$ cat config.mk
export PLATFORM = sky130hd
export DESIGN_NAME = serial_word_deserializer
export DESIGN_NICKNAME = d
export VERILOG_FILES = /design/src/rtl/serial_word_deserializer_pkg.sv /design/src/rtl/serial_word_deserializer_shift_reg.sv /design/src/rtl/serial_word_deserializer.sv
export SDC_FILE = /design/constraint.sdc
export NUM_CORES = 1
export LEC_CHECK = 0
export ABC_AREA = 1
export CORE_MARGIN = 2
export CORE_UTILIZATION = 54
export DETAILED_ROUTE_END_ITERATION = 16
export PLACE_DENSITY_LB_ADDON = 0.15
export SLEW_MARGIN = 20
export SYNTH_ARGS = -nofsm -noshare
export SYNTH_HDL_FRONTEND = slang
export SYNTH_SLANG_ARGS = --single-unit
$ cat constraint.sdc
create_clock -name clk -period 2.2 [get_ports clk]
set_input_delay 0.22 -clock clk [delete_from_list [all_inputs] [get_ports clk]]
set_output_delay 0.22 -clock clk [all_outputs]
set_load 0.05 [all_outputs]
$ cat src/rtl/serial_word_deserializer_pkg.sv
// Shared definitions for the serial word deserializer: FSM state encoding
// and a constant-evaluable ceiling log2 used to size the bit counter.
package serial_word_deserializer_pkg;

    typedef enum logic {
        ST_SHIFT = 1'b0,
        ST_FULL  = 1'b1
    } state_t;

    // Number of bits needed to count 0 .. value-1 (at least 1 for value >= 2).
    function automatic int clog2(input int value);
        int result;
        int v;
        result = 0;
        v      = value - 1;
        while (v > 0) begin
            result = result + 1;
            v      = v >> 1;
        end
        return result;
    endfunction

endpackage

$ cat src/rtl/serial_word_deserializer_shift_reg.sv
// MSB-first shift register: each enabled shift moves the word left and
// appends the new serial bit at bit 0. Synchronous clear has priority.
module sw_deser_shift_reg #(
    parameter int WIDTH = 8
) (
    input  logic             clk,
    input  logic             clr,
    input  logic             shift_en,
    input  logic             din,
    output logic [WIDTH-1:0] q
);

    // Shift storage: clear wins, otherwise shift in din when enabled.
    always_ff @(posedge clk) begin
        if (clr) begin
            q <= {WIDTH{1'b0}};
        end else if (shift_en) begin
            q <= {q[WIDTH-2:0], din};
        end else begin
            q <= q;
        end
    end

endmodule

$ cat src/rtl/serial_word_deserializer.sv
// Serial-to-parallel word deserializer (MSB first) with valid/ready on both
// sides. One shift stage plus one output holding register; when the holding
// register is busy at frame end the FSM parks in FULL with the finished word
// still in the shift register until the consumer frees the holding register.
// Optional feature macro: PARITY_CHECK_EN (adds a trailing even-parity bit
// per frame and drives parity_err for the word in dout).
module serial_word_deserializer
    import serial_word_deserializer_pkg::*;
#(
    parameter int WIDTH = 8
) (
    input  logic             clk,
    input  logic             rst,
    input  logic             din,
    input  logic             din_valid,
    output logic             din_ready,
    output logic [WIDTH-1:0] dout,
    output logic             dout_valid,
    input  logic             dout_ready,
    output logic             proto_err,
    output logic             parity_err
);

`ifdef PARITY_CHECK_EN
    localparam int FRAME = WIDTH + 1;
`else
    localparam int FRAME = WIDTH;
`endif
    localparam int            CW   = clog2(FRAME);
    localparam logic [CW-1:0] LAST = CW'(FRAME - 1);

    // Even-parity check: 1 when the data bits plus parity bit have odd weight.
    function automatic logic parity_mismatch(input logic [WIDTH-1:0] data,
                                             input logic             pbit);
        return (^data) ^ pbit;
    endfunction

    state_t           state_r;
    logic [CW-1:0]    cnt_r;
    logic             pend_perr_r;
    logic [WIDTH-1:0] shreg_s;

    logic             accept_s;
    logic             last_s;
    logic             hold_free_s;
    logic             consume_s;
    logic             shift_en_s;
    logic [WIDTH-1:0] frame_word_s;
    logic             frame_perr_s;
    logic             load_s;
    logic [WIDTH-1:0] load_word_s;
    logic             load_perr_s;

    // din_ready is a pure decode of the registered state.
    assign din_ready = (state_r == ST_SHIFT);

    sw_deser_shift_reg #(
        .WIDTH(WIDTH)
    ) u_shift_reg (
        .clk     (clk),
        .clr     (rst),
        .shift_en(shift_en_s),
        .din     (din),
        .q       (shreg_s)
    );

    // Handshake decode, frame-end word/parity selection and holding-register load.
    always_comb begin
        accept_s    = din_valid & din_ready;
        last_s      = accept_s & (cnt_r == LAST);
        hold_free_s = ~dout_valid | dout_ready;
        consume_s   = dout_valid & dout_ready;
`ifdef PARITY_CHECK_EN
        // The trailing parity bit is checked but never enters the word.
        shift_en_s   = accept_s & (cnt_r != LAST);
        frame_word_s = shreg_s;
        frame_perr_s = parity_mismatch(shreg_s, din);
`else
        // The last bit completes the word on the same edge it is accepted.
        shift_en_s   = accept_s;
        frame_word_s = {shreg_s[WIDTH-2:0], din};
        frame_perr_s = 1'b0;
`endif
        load_s      = 1'b0;
        load_word_s = frame_word_s;
        load_perr_s = frame_perr_s;
        case (state_r)
            ST_SHIFT: begin
                if (last_s && hold_free_s) begin
                    load_s = 1'b1;
                end else begin
                    load_s = 1'b0;
                end
            end
            ST_FULL: begin
                // Parked word sits complete in the shift register.
                if (hold_free_s) begin
                    load_s      = 1'b1;
                    load_word_s = shreg_s;
                    load_perr_s = pend_perr_r;
                end else begin
                    load_s = 1'b0;
                end
            end
            default: begin
                load_s = 1'b0;
            end
        endcase
    end

    // FSM, bit counter, holding register and sticky protocol flag.
    always_ff @(posedge clk) begin
        if (rst) begin
            state_r     <= ST_SHIFT;
            cnt_r       <= {CW{1'b0}};
            pend_perr_r <= 1'b0;
            dout        <= {WIDTH{1'b0}};
            dout_valid  <= 1'b0;
            parity_err  <= 1'b0;
            proto_err   <= 1'b0;
        end else begin
            if (din_valid && !din_ready) begin
                proto_err <= 1'b1;
            end

            // A load on the same edge as a consume keeps dout_valid high.
            if (load_s) begin
                dout       <= load_word_s;
                parity_err <= load_perr_s;
                dout_valid <= 1'b1;
            end else if (consume_s) begin
                dout_valid <= 1'b0;
            end

            if (accept_s) begin
                cnt_r <= (cnt_r == LAST) ? {CW{1'b0}} : cnt_r + CW'(1);
            end

            case (state_r)
                ST_SHIFT: begin
                    if (last_s && !hold_free_s) begin
                        state_r     <= ST_FULL;
                        pend_perr_r <= frame_perr_s;
                    end
                end
                ST_FULL: begin
                    if (hold_free_s) begin
                        state_r <= ST_SHIFT;
                    end
                end
                default: begin
                    state_r <= ST_SHIFT;
                end
            endcase
        end
    end

endmodule

Yosys cells after proc, flatten, opt, wreduce, memory -nomap -nowiden
Cells that the tools add are included.

$add $sub $neg: 1. Eq/ne operators: 1. Muxes and demuxes: 11. Bitwise gates (word level): 6. Reduce and logical (&&, ||, !) cells: 5.

Operators by type and width (number): $mux 8 (2); $mux 1 (6); $pmux 1 s2 (2); $add 3x1->3 const B (1); $and 1x1->1 (3); $eq 3x3->1 const B (1); $logic_and 1x1->1 (3); $mux 3 (1); $not 1->1 (2); $reduce_bool 2->1 (1); $logic_not 1->1 (1); $or 1x1->1 (1).

Flip-flop bits (word level): 22. Bits of input ports: 5. Output and inout bits: 12. Logic and storage cells: 30.

Depth between registers and ports, before layout
Depth in word-level cells: 7. Mapped depth: 8. Mapped depth without buffers: 8.

Hierarchy
Synthesis repeated with hierarchy kept, for this count alone.

Cell total of the unflattened synthesis: 159. Area, all modules: 1104.8 µm².

Modules (own cells, without submodules): serial_word_deserializer (instances 1, cells an instance 108, area each 763.2 µm², seq. area each 280.3 µm²); sw_deser_shift_reg (instances 1, cells an instance 51, area each 341.6 µm², seq. area each 160.2 µm²).

Worst setup path before layout
OpenSTA, ideal clock, no wires.

Path kind: reg2reg. From: register dout_valid. To: register dout[1]. Setup time: 0.070 ns. Arrival time: 1.210 ns. Data required time: 2.130 ns. Slack: 0.921 ns. Cell stages (with the launch flop): 5. Buffers on the path: 0. Clock period less this slack: 1.279 ns. Cells stage by stage: dfxtp_1 nand2_1 nand2_2 inv_2 a21oi_1.

Cells in the longest elaborated chain, start to end: 5. Elaborated cells between the ends (all ways): 8. Classes of those cells: mux: 5; bitwise: 2; reduce/logical: 1.

RTL lines: start, declared (line serial_word_deserializer.sv:18) `output logic dout_valid,`; start signal, assigned (line serial_word_deserializer.sv:118) `dout_valid <= 1'b0;`; start signal, assigned (line serial_word_deserializer.sv:130) `dout_valid <= 1'b1;`; start signal, assigned (line serial_word_deserializer.sv:132) `dout_valid <= 1'b0;`; $not 1->1 * (line serial_word_deserializer.sv:71) `hold_free_s = ~dout_valid | dout_ready;`; $or 1x1->1 * (line serial_word_deserializer.sv:71); $logic_and 1x1->1 (line serial_word_deserializer.sv:89) `if (last_s && hold_free_s) begin`; $mux 1 (line serial_word_deserializer.sv:89); $pmux 1 s2 (line serial_word_deserializer.sv:87) `case (state_r)`; end signal, assigned (line serial_word_deserializer.sv:117) `dout <= {WIDTH{1'b0}};`; end signal, assigned (line serial_word_deserializer.sv:128) `dout <= load_word_s;`; end, declared (line serial_word_deserializer.sv:17) `output logic [WIDTH-1:0] dout,`.

Every way passes the cells marked *; elsewhere a longest branch is shown, timed or not. A chain may end at the register's enable or synchronous reset.

Worst setup path in the final report
From: register state_r. To: output din_ready.

Cells in the longest elaborated chain, start to end: 1.

RTL lines: start, declared (line serial_word_deserializer.sv:38) `state_t state_r;`; start signal, assigned (line serial_word_deserializer.sv:114) `state_r <= ST_SHIFT;`; start signal, assigned (line serial_word_deserializer.sv:142) `state_r <= ST_FULL;`; start signal, assigned (line serial_word_deserializer.sv:148) `state_r <= ST_SHIFT;`; $not 1->1; end, declared (line serial_word_deserializer.sv:16) `output logic din_ready,`.

Every way passes these cells.

==> results.tsv <==
metric	value	unit
top_usage_layer	met2	
initial_core_util	57.2	%
leakagePower	0.559	nW
timing.critical_path.from	state_r	
period_share	79.1	%
relSlewSlack	66.7	%
slowest_stage	clkdlybuf4s50_1	
power.switching	177	uW
grt_max_degree	22	
post-cts-setup-buffer-count	0	
ctsHoldBuffers	0	
wl_per_cell	9.65	um
fin_crit	1.74	ns
p_per_area	677	nW/um^2
synthCells	135	
slowest_delay	0.80	ns
insertion_delay	0.31	ns
p_total	801	uW
core	1730	sq um
syn_avg_cell_area	7.32	sq um
syn_area	988	sq um
first_pass_iters	3	
die_x	46.8	um
io_pins	17	
gr-usage-met3	2.31	%
die_area	2190	sq um
critPathMaxFanout	3	
overflow	0	
worst-setup-path-type	reg -> out	
grtUsageTotal	18.3	%
num_vias	803	
chipHeight	46.8	um
drt_iter0_drc	10	
layout-drive-gt1-share	9.33	%
timing.hold.ws	0.471	ns
htree_levels	1	
rsz0062_at_grt	false	
final_cell_mix	nand2_1, dfxtp_1, inv_1	
diodes	0	
drc	0	
hpwlAfterDp	1210	um
finalWirelength	1690	um
hold_viol_final	0	
ys_seq_area_share	44.6	%
io_buffers	15	
gp_congestion	0.754	
final_core_util	68.6	%
critPathCaptureType	output pin	
placed_cell_area	1130	sq um
irDropWorstVdd	482	uV
crit_chain	inv_1, clkdlybuf4s50_1	
start_kind	flip-flop	
ys_top_cells_by_area	dfxtp_1, nand2_1, inv_1	
fill_cells	151	
cts_sinks	22	
row_count	15	
final_cell_area	1180	sq um
antenna_found_initial	0	
combPwrFrac	8.9	%
clkTransAtPathRegs	0.12	ns
postRouteAntennaNets	0	
syn_nets	142	
switching_share	22.1	%
power.share.sequential	52.6	%
fmax	575	MHz
holdCritStartpoint	din	
clk_path_buf_depth	2	
ctsResizeCount	0	
p_int	624	uW
layout_commonest_cell	nand2_1	
drv_slew	0	
hp-class	in -> reg	
reg2reg_from	cnt_r[0]	
setup_violations	0	
syn2layout_area_growth	19.7	%
worstMarginPinSlew	0.499	ns
cts_tree	built	
cts_buffers	3	
tns	0	ns
met1_usage	25.1	%
use_met2	27.9	%
status	finished clean	
final.setup_skew	0.00381	ns
yosysUniqueCellTypes	18	
drt-vias-per-instance	4.59	
cts-root-buf	clkbuf_4	
cp.required	1.98	ns
grt_pass1_wl	2830	um
yosysTopAreaCell	dfxtp_1	
drv_cap	0	
synth_top_area_share	44.6	%
arrival	1.52	ns
ys_seq_elements	22	
pwr-share-clk	38.5	%
grt_pass1_vias	667	
final_nets	158	
yosysWarnings	0	
-- layer usage --
layer / vias up / routed length [um]
met4: 0 / 41
met5: - / 0
li1: 445 / -
met3: 5 / 42
met1: 341 / 856
met2: 12 / 747
-- worst paths after layout --
| check | end | slack [ns] | cells after the start |
|---|---|---|---|
| worst max-delay path | din_ready | 0.46 | 2 |
| worst min-delay path | u_shift_reg.q[0] | 0.47 | 3 |
| worst max register to register | dout[3] | 0.82 | 7 |
| worst min register to register | proto_err | 0.50 | 2 |
-- stage by stage --
stage | cells | worst slack, ns
2_1_floorplan | 135 | 0.921
3_3_place_gp | 171 | 0.819
3_5_place_dp | 171 | 0.789
4_1_cts | 175 | 0.452
5_1_grt | 175 | 0.411
6_report | 175 | 0.461
-- power groups by stage --
| stage | Clock, mW | Sequential, mW | Combinational (mW) |
|---|---|---|---|
| after floorplan | 0 | 0.432 | 0.0535 |
| after global placement | 0 | 0.429 | 0.0684 |
| after detailed placement | 0 | 0.430 | 0.0709 |
| after CTS | 0.319 | 0.421 | 0.0715 |
| after global routing | 0.332 | 0.423 | 0.0806 |
| final | 0.309 | 0.421 | 0.0713 |
-- Yosys cell counts --
cell,instances
conb_1,1
or2_2,1
nor2_8,1
inv_2,2
o21ai_1,11
nand2_2,2
buf_6,3
nor2_1,5
buf_4,1
a21oi_2,3
a21oi_1,15
inv_1,21
buf_2,1
dfxtp_1,22
ha_1,2
nand2_1,42
o211a_1,1
nor3_1,1
-- cell families after synthesis --
logic type               count (synthesis)  share of synthesized area, %
AO/OA/AOI/OAI                           30                          16.8
other                                    1                         0.379
AND/OR/NAND/NOR                         52                          22.3
buffers and inverters                   28                          13.4
flip-flops                              22                          44.6
adder cells (fa/ha/maj)                  2                          2.53
-- sequential cells by signal (all words and copies together) (netlist names) --
register,flops
dout,8
u_shift_reg.q,8
cnt_r,3
dout_valid,1
proto_err,1
state_r,1
-- critical path: cells and delay by family, from the launching register on --
| kind | cells | cell delay, ns |
|---|---|---|
| DFF | 1 | 0.33 |
| buffers and inverters | 2 | 0.88 |
-- area by class of cell --
class	instances	area [sq um]	area share, %
clock buffer	3	22.5	1.90
clock inverter	1	30.0	2.54
inverter	23	86.3	7.29
sequential	22	440	37.2
timing repair buffer	16	158	13.3
multi-input combinational	85	415	35.1
tap	25	31.3	2.64
Power figures use the tool's default switching activity.
